<file path="config.mk">
export PLATFORM = sky130hd
export DESIGN_NAME = fetch
export DESIGN_NICKNAME = d
export VERILOG_FILES = /design/src/rtl/fetch_pkg.sv /design/src/rtl/fetch_ifid_reg.sv /design/src/rtl/fetch.sv
export SDC_FILE = /design/constraint.sdc
export NUM_CORES = 1
export LEC_CHECK = 0
export BUFFER_PORTS_ARGS = -buffer_cell sky130_fd_sc_hd__buf_2
export CAP_MARGIN = 20
export CORE_MARGIN = 4
export CORE_UTILIZATION = 40
export DETAILED_ROUTE_END_ITERATION = 6
export GPL_TIMING_DRIVEN = 1
export HOLD_SLACK_MARGIN = 0.03
export PLACE_DENSITY = 0.73
export SYNTH_ARGS = -nofsm -noshare
export SYNTH_HDL_FRONTEND = slang
export SYNTH_SLANG_ARGS = --single-unit
</file>
<file path="constraint.sdc">
create_clock -name clk -period 14.95 [get_ports clk]
set_input_delay 2.99 -clock clk [delete_from_list [all_inputs] [get_ports clk]]
set_output_delay 2.99 -clock clk [all_outputs]
set_load 0.005 [all_outputs]
</file>
<file path="src/rtl/fetch_pkg.sv">
// Shared constants and types for the instruction-fetch stage.
package fetch_pkg;

  // Instruction memory map.
  localparam logic [31:0] IM_RESET_ADDRESS = 32'h0000_3000;
  localparam logic [31:0] IM_BASE_ADDRESS  = 32'h0000_3000;
  localparam logic [31:0] IM_END_ADDRESS   = 32'h0000_6FFC;

  // Address error on instruction fetch.
  localparam logic [4:0] EXC_ADEL = 5'd4;

  // Fetch FSM state encodings.
  typedef enum logic [0:0] {
    FETCH_S_FETCH = 1'b0,
    FETCH_S_HOLD  = 1'b1
  } fetch_state_e;

  // One fetched instruction together with its tags.
  typedef struct packed {
    logic [31:0] instr;
    logic [31:0] pc;
    logic        exc;
    logic [4:0]  exccode;
  } fetch_pkt_t;

  // True when a fetch from this PC must raise an address error.
  function automatic logic is_bad_fetch_addr(input logic [31:0] pc);
    return (pc[1:0] != 2'b00) || (pc < IM_BASE_ADDRESS) || (pc > IM_END_ADDRESS);
  endfunction

endpackage

</file>
<file path="src/rtl/fetch_ifid_reg.sv">
// IF/ID pipeline register: flush beats load beats bubble; otherwise holds.
module fetch_ifid_reg
  import fetch_pkg::*;
(
  input  logic        clk,
  input  logic        reset,
  input  logic        load,
  input  logic        bubble,
  input  logic        flush,
  input  logic        bd_in,
  input  fetch_pkt_t  pkt_in,
  output logic        valid,
  output logic [31:0] instr,
  output logic [31:0] pc,
  output logic        bd,
  output logic        exc,
  output logic [4:0]  exccode
);

  logic        valid_q;
  logic        bd_q;
  fetch_pkt_t  pkt_q;

  // Register update; a bubble only clears valid so the stale fields stay put.
  always_ff @(posedge clk or posedge reset) begin
    if (reset) begin
      valid_q <= 1'b0;
      bd_q    <= 1'b0;
      pkt_q   <= '0;
    end else if (flush) begin
      valid_q   <= 1'b0;
      bd_q      <= 1'b0;
      pkt_q.exc <= 1'b0;
    end else if (load) begin
      valid_q <= 1'b1;
      bd_q    <= bd_in;
      pkt_q   <= pkt_in;
    end else if (bubble) begin
      valid_q <= 1'b0;
    end
  end

  assign valid   = valid_q;
  assign bd      = bd_q;
  assign instr   = pkt_q.instr;
  assign pc      = pkt_q.pc;
  assign exc     = pkt_q.exc;
  assign exccode = pkt_q.exccode;

endmodule

</file>
<file path="src/rtl/fetch.sv">
// Instruction-fetch stage: PC register, IM request FSM, hold buffer and IF/ID register.
module fetch
  import fetch_pkg::*;
(
  input  logic        clk,
  input  logic        reset,
  input  logic [31:0] next_pc,
  input  logic        id_stall,
  input  logic        id_flush,
  input  logic        branch_in_id,
  output logic [31:0] im_addr,
  output logic        im_req,
  input  logic [31:0] im_rdata,
  input  logic        im_ready,
  output logic [31:0] curr_pc,
  output logic        ifid_valid,
  output logic [31:0] ifid_instr,
  output logic [31:0] ifid_pc,
  output logic        ifid_bd,
  output logic        ifid_exc,
  output logic [4:0]  ifid_exccode
);

  fetch_state_e state_q, state_d;
  logic [31:0]  pc_q, pc_d;
  fetch_pkt_t   hold_q;
  fetch_pkt_t   fetched;
  fetch_pkt_t   load_pkt;
  logic         bad_addr;
  logic         hold_en;
  logic         ifid_load;
  logic         ifid_bubble;
  logic         ifid_flush;

  // Address check and the packet produced by the current fetch.
  always_comb begin
    bad_addr = is_bad_fetch_addr(pc_q);
    fetched  = '0;
    fetched.pc = pc_q;
    if (bad_addr) begin
      // Bad addresses complete at once as a nop carrying an address error.
      fetched.instr   = 32'h0;
      fetched.exc     = 1'b1;
      fetched.exccode = EXC_ADEL;
    end else begin
      fetched.instr   = im_rdata;
      fetched.exc     = 1'b0;
      fetched.exccode = 5'd0;
    end
  end

  // Next-state, PC advance and IF/ID control decode.
  always_comb begin
    state_d     = state_q;
    pc_d        = pc_q;
    im_req      = 1'b0;
    hold_en     = 1'b0;
    ifid_load   = 1'b0;
    ifid_bubble = 1'b0;
    ifid_flush  = 1'b0;
    load_pkt    = fetched;

    if (state_q == FETCH_S_FETCH) begin
      im_req = !bad_addr;
    end

    if (id_flush) begin
      // Flush overrides everything, including a response arriving this cycle.
      ifid_flush = 1'b1;
      pc_d       = next_pc;
      state_d    = FETCH_S_FETCH;
    end else begin
      unique case (state_q)
        FETCH_S_FETCH: begin
          if (im_ready || bad_addr) begin
            if (!id_stall) begin
              ifid_load = 1'b1;
              pc_d      = next_pc;
            end else begin
              hold_en = 1'b1;
              state_d = FETCH_S_HOLD;
            end
          end else if (!id_stall) begin
            ifid_bubble = 1'b1;
          end
        end
        FETCH_S_HOLD: begin
          load_pkt = hold_q;
          if (!id_stall) begin
            ifid_load = 1'b1;
            pc_d      = next_pc;
            state_d   = FETCH_S_FETCH;
          end
        end
        default: begin
          state_d = FETCH_S_FETCH;
        end
      endcase
    end
  end

  // FSM state and PC register.
  always_ff @(posedge clk or posedge reset) begin
    if (reset) begin
      state_q <= FETCH_S_FETCH;
      pc_q    <= IM_RESET_ADDRESS;
    end else begin
      state_q <= state_d;
      pc_q    <= pc_d;
    end
  end

  // Hold buffer keeps a completed fetch while decode is stalled.
  always_ff @(posedge clk or posedge reset) begin
    if (reset) begin
      hold_q <= '0;
    end else if (hold_en) begin
      hold_q <= fetched;
    end
  end

  fetch_ifid_reg u_ifid_reg (
    .clk     (clk),
    .reset   (reset),
    .load    (ifid_load),
    .bubble  (ifid_bubble),
    .flush   (ifid_flush),
    .bd_in   (branch_in_id),
    .pkt_in  (load_pkt),
    .valid   (ifid_valid),
    .instr   (ifid_instr),
    .pc      (ifid_pc),
    .bd      (ifid_bd),
    .exc     (ifid_exc),
    .exccode (ifid_exccode)
  );

  assign im_addr = pc_q;
  assign curr_pc = pc_q;

endmodule

</file>
==> reports/metrics.yaml <==
clk_pin_slew_worst_paths_ps: 60
final_max_slew_viol_count: 0
synth_seq_area_share_pct: 49.8
detail_route.wl_per_cell_um: 17.3
leakage_nw: 4.75
grt_pass1_vias: 6229
grt_pass1_wl_um: 34100
synth_xor_area_share_pct: 0
place_congestion: 0.731
finalHoldViolCount: 0
min_period_ps: 5480
ir_worst_vdd_uv: 84.9
power_density_mw_per_mm2: 119
outcome: "finished clean"
multi_input_area_mm2: 0.00349
finalWirelength_um: 21000
cp.arrival_ps: 2490
skew_ps: 10.1
drt-pass1-iter-count: 5
synth.area.mux_share_pct: 13.0
worst_setup_path_end_kind: "output pin"
timing.final.crit_share_pct: 36.7
worst_slew_pin_slew_ps: 978
synth-simple-area-share_pct: 15.3
hold_class: "flop to flop"
synth_top_family_by_area: "simple AND/OR/NAND/NOR gates"
synthTopCellsByArea: "dfrtp_1 49%, mux2_2 9.2%, nand2_1 8.7%"
fin_nets: 998
vias_per_cell: 5.16
yosys_register_bits: 166
synth_ff_type: "dfrtp_1"
vias: 6258
tns_ps: 0
rr_worst_depth: 6
synthArstFlopShare_pct: 100
netlist.area_leader.share_pct: 49.1
setup_viol: 0
die_area_mm2: 0.0233
min_delay_path_depth: 1
synth.distinct_cells: 36
core_mm2: 0.0204
synth_edf_count: 0
layout-drive-gt1-share_pct: 34.8
rsz0062_at_grt: "false"
avgSynthCellArea_um2: 10.2
rows: 52
crit_path_start_kind: "flop"
syn_inst: 819
clock_latency_ps: 420
cts_resized: 0
start_util_pct: 41.0
synth_top_cell_by_area: "dfrtp_1"
grt-ovfl-total: 0
die_x_um: 153
clockRootBuffer: "clkbuf_16"
synth-warning-count: 0
synth-compound-area-share_pct: 12.7
numCtsBuffers: 17
drv_cap: 0
crit_type: "flop to output pin"
ff_latch_area_mm2: 0.00416
first_iter_violations: 383
tritoncts: "built"
dieHeight_um: 153
dp_hpwl_um: 13700
area_delta_synth_final_pct: 16.7
syn-cell-area_mm2: 0.00835
slew_headroom_pct: 34.6
post_cts_buffers: 0
drc: 0
boundaryPins: 207
antenna_found_initial: 3
fmax_mhz: 182
detail-route-antenna-nets: 0
pre_cts_slack_ps: 9320
nFillCells: 1887
port_buffers: 202
clock_sinks: 166
htreeDepth: 4
grt_start_max_net_pins: 98
crit_path_max_fanout: 37
crit_required_ps: 11960
synthAdderAreaFrac_pct: 0
track_usage_pct: 18.1
setup_ws_ps: 9470
ctsHoldBuffers: 0
cts_buffer_depth: 2
utilization_pct: 47.9
## flip-flops by register name, summed over array words and instances (netlist names)
signal / count
curr_pc: 32
state_q: 1
u_ifid_reg.bd: 1
u_ifid_reg.valid: 1
u_ifid_reg.exc: 1
u_ifid_reg.pc: 32
u_ifid_reg.exccode: 1
hold_q: 65
u_ifid_reg.instr: 32
## synthesized netlist by cell type (4+ instances only)
cell,n
nand2_1,194
dfrtp_1,164
buf_4,70
mux2_2,68
clkbuf_1,42
nand2b_1,36
o21ai_0,35
a22o_1,33
nor2b_1,33
o211ai_1,32
o31ai_1,32
mux2_1,27
buf_2,12
a21oi_1,5
inv_1,4
nor2_1,4
## metal layers
metal / vias to the layer above / global-route usage [%] / part of all wire [%]
met3: 25 / 4.60 / 5.8
li1: 2944 / - / -
met1: 3117 / 23.6 / 43
met4: 4 / 5.56 / 2.1
met5: - / 0 / 0.12
met2: 168 / 29.8 / 49
## critical path: stages, from the launching register on
cell and delay [ps]:
dfrtp_1 440, nor4_2 580, nand3_2 120, buf_4 300, nor3_1 430, buf_2 190
## stage by stage
step	total power [mW]	hold WS [ps]	area [um2]	instances
after floorplan	0.639	464	8360	822
after global placement	0.688	473	9090	1178
after detailed placement	0.694	481	9110	1179
after CTS	1.17	496	9750	1211
after global routing	1.21	502	9750	1212
final	1.16	491	9750	1212
## cell families (layout without fill, tap and decap cells)
group,count (synthesis),in the layout
other,1,5
buffers and inverters,130,249
muxes,97,97
and+or+nand+nor,279,279
AOI/OAI and AO/OA,146,146
DFF,166,166
## layout make-up
type,count,share of cell area [%]
antenna,1,0.0257
timing repair buffer,213,11.3
inverter,4,0.205
multi-input combinational,526,35.8
sequential,166,42.6
clock inverter,15,2.21
clock buffer,17,4.36
tap,270,3.46
## placed cells by master (no fill, tap or decap), types with 3 or more instances in the layout
cell type / count
dfrtp_1: 164
conb_1: 4
o31ai_1: 32
a22o_1: 33
nand2_1: 194
nor2b_1: 32
mux2_2: 68
inv_6: 6
a21oi_1: 4
o21ai_0: 34
nor2_1: 4
nand2b_1: 35
bufinv_16: 4
buf_2: 202
buf_4: 10
clkbuf_16: 17
clkinvlp_4: 3
inv_1: 3
o211ai_1: 32
mux2_1: 27
## report_power, final
| part | switching [mW] | leakage, nW | internal, mW |
|---|---|---|---|
| logic | 0.0762 | 2.35 | 0.0752 |
| clock network | 0.191 | 0.303 | 0.284 |
| registers | 0.0357 | 2.09 | 0.496 |
| total | 0.302 | 4.75 | 0.855 |
## final timing paths
kind / startpoint / end / slack, ps
worst max register to register: curr_pc[29]$_DFFE_PP0P_ / u_ifid_reg.instr[24]$_DFFE_PP0P_ / 11130
worst min-delay path: hold_q[27]$_DFFE_PP0P_ / hold_q[27]$_DFFE_PP0P_ / 490
max in group asynchronous: reset / u_ifid_reg.pc[23]$_DFFE_PP0P_ / 10740
worst max-delay path: curr_pc[20]$_DFFE_PP0P_ / im_req / 9470
min in group asynchronous: reset / u_ifid_reg.pc[31]$_DFFE_PP0P_ / 2730
worst min register to register: hold_q[27]$_DFFE_PP0P_ / hold_q[27]$_DFFE_PP0P_ / 490
No activity file was read; power rests on OpenSTA's default activity.
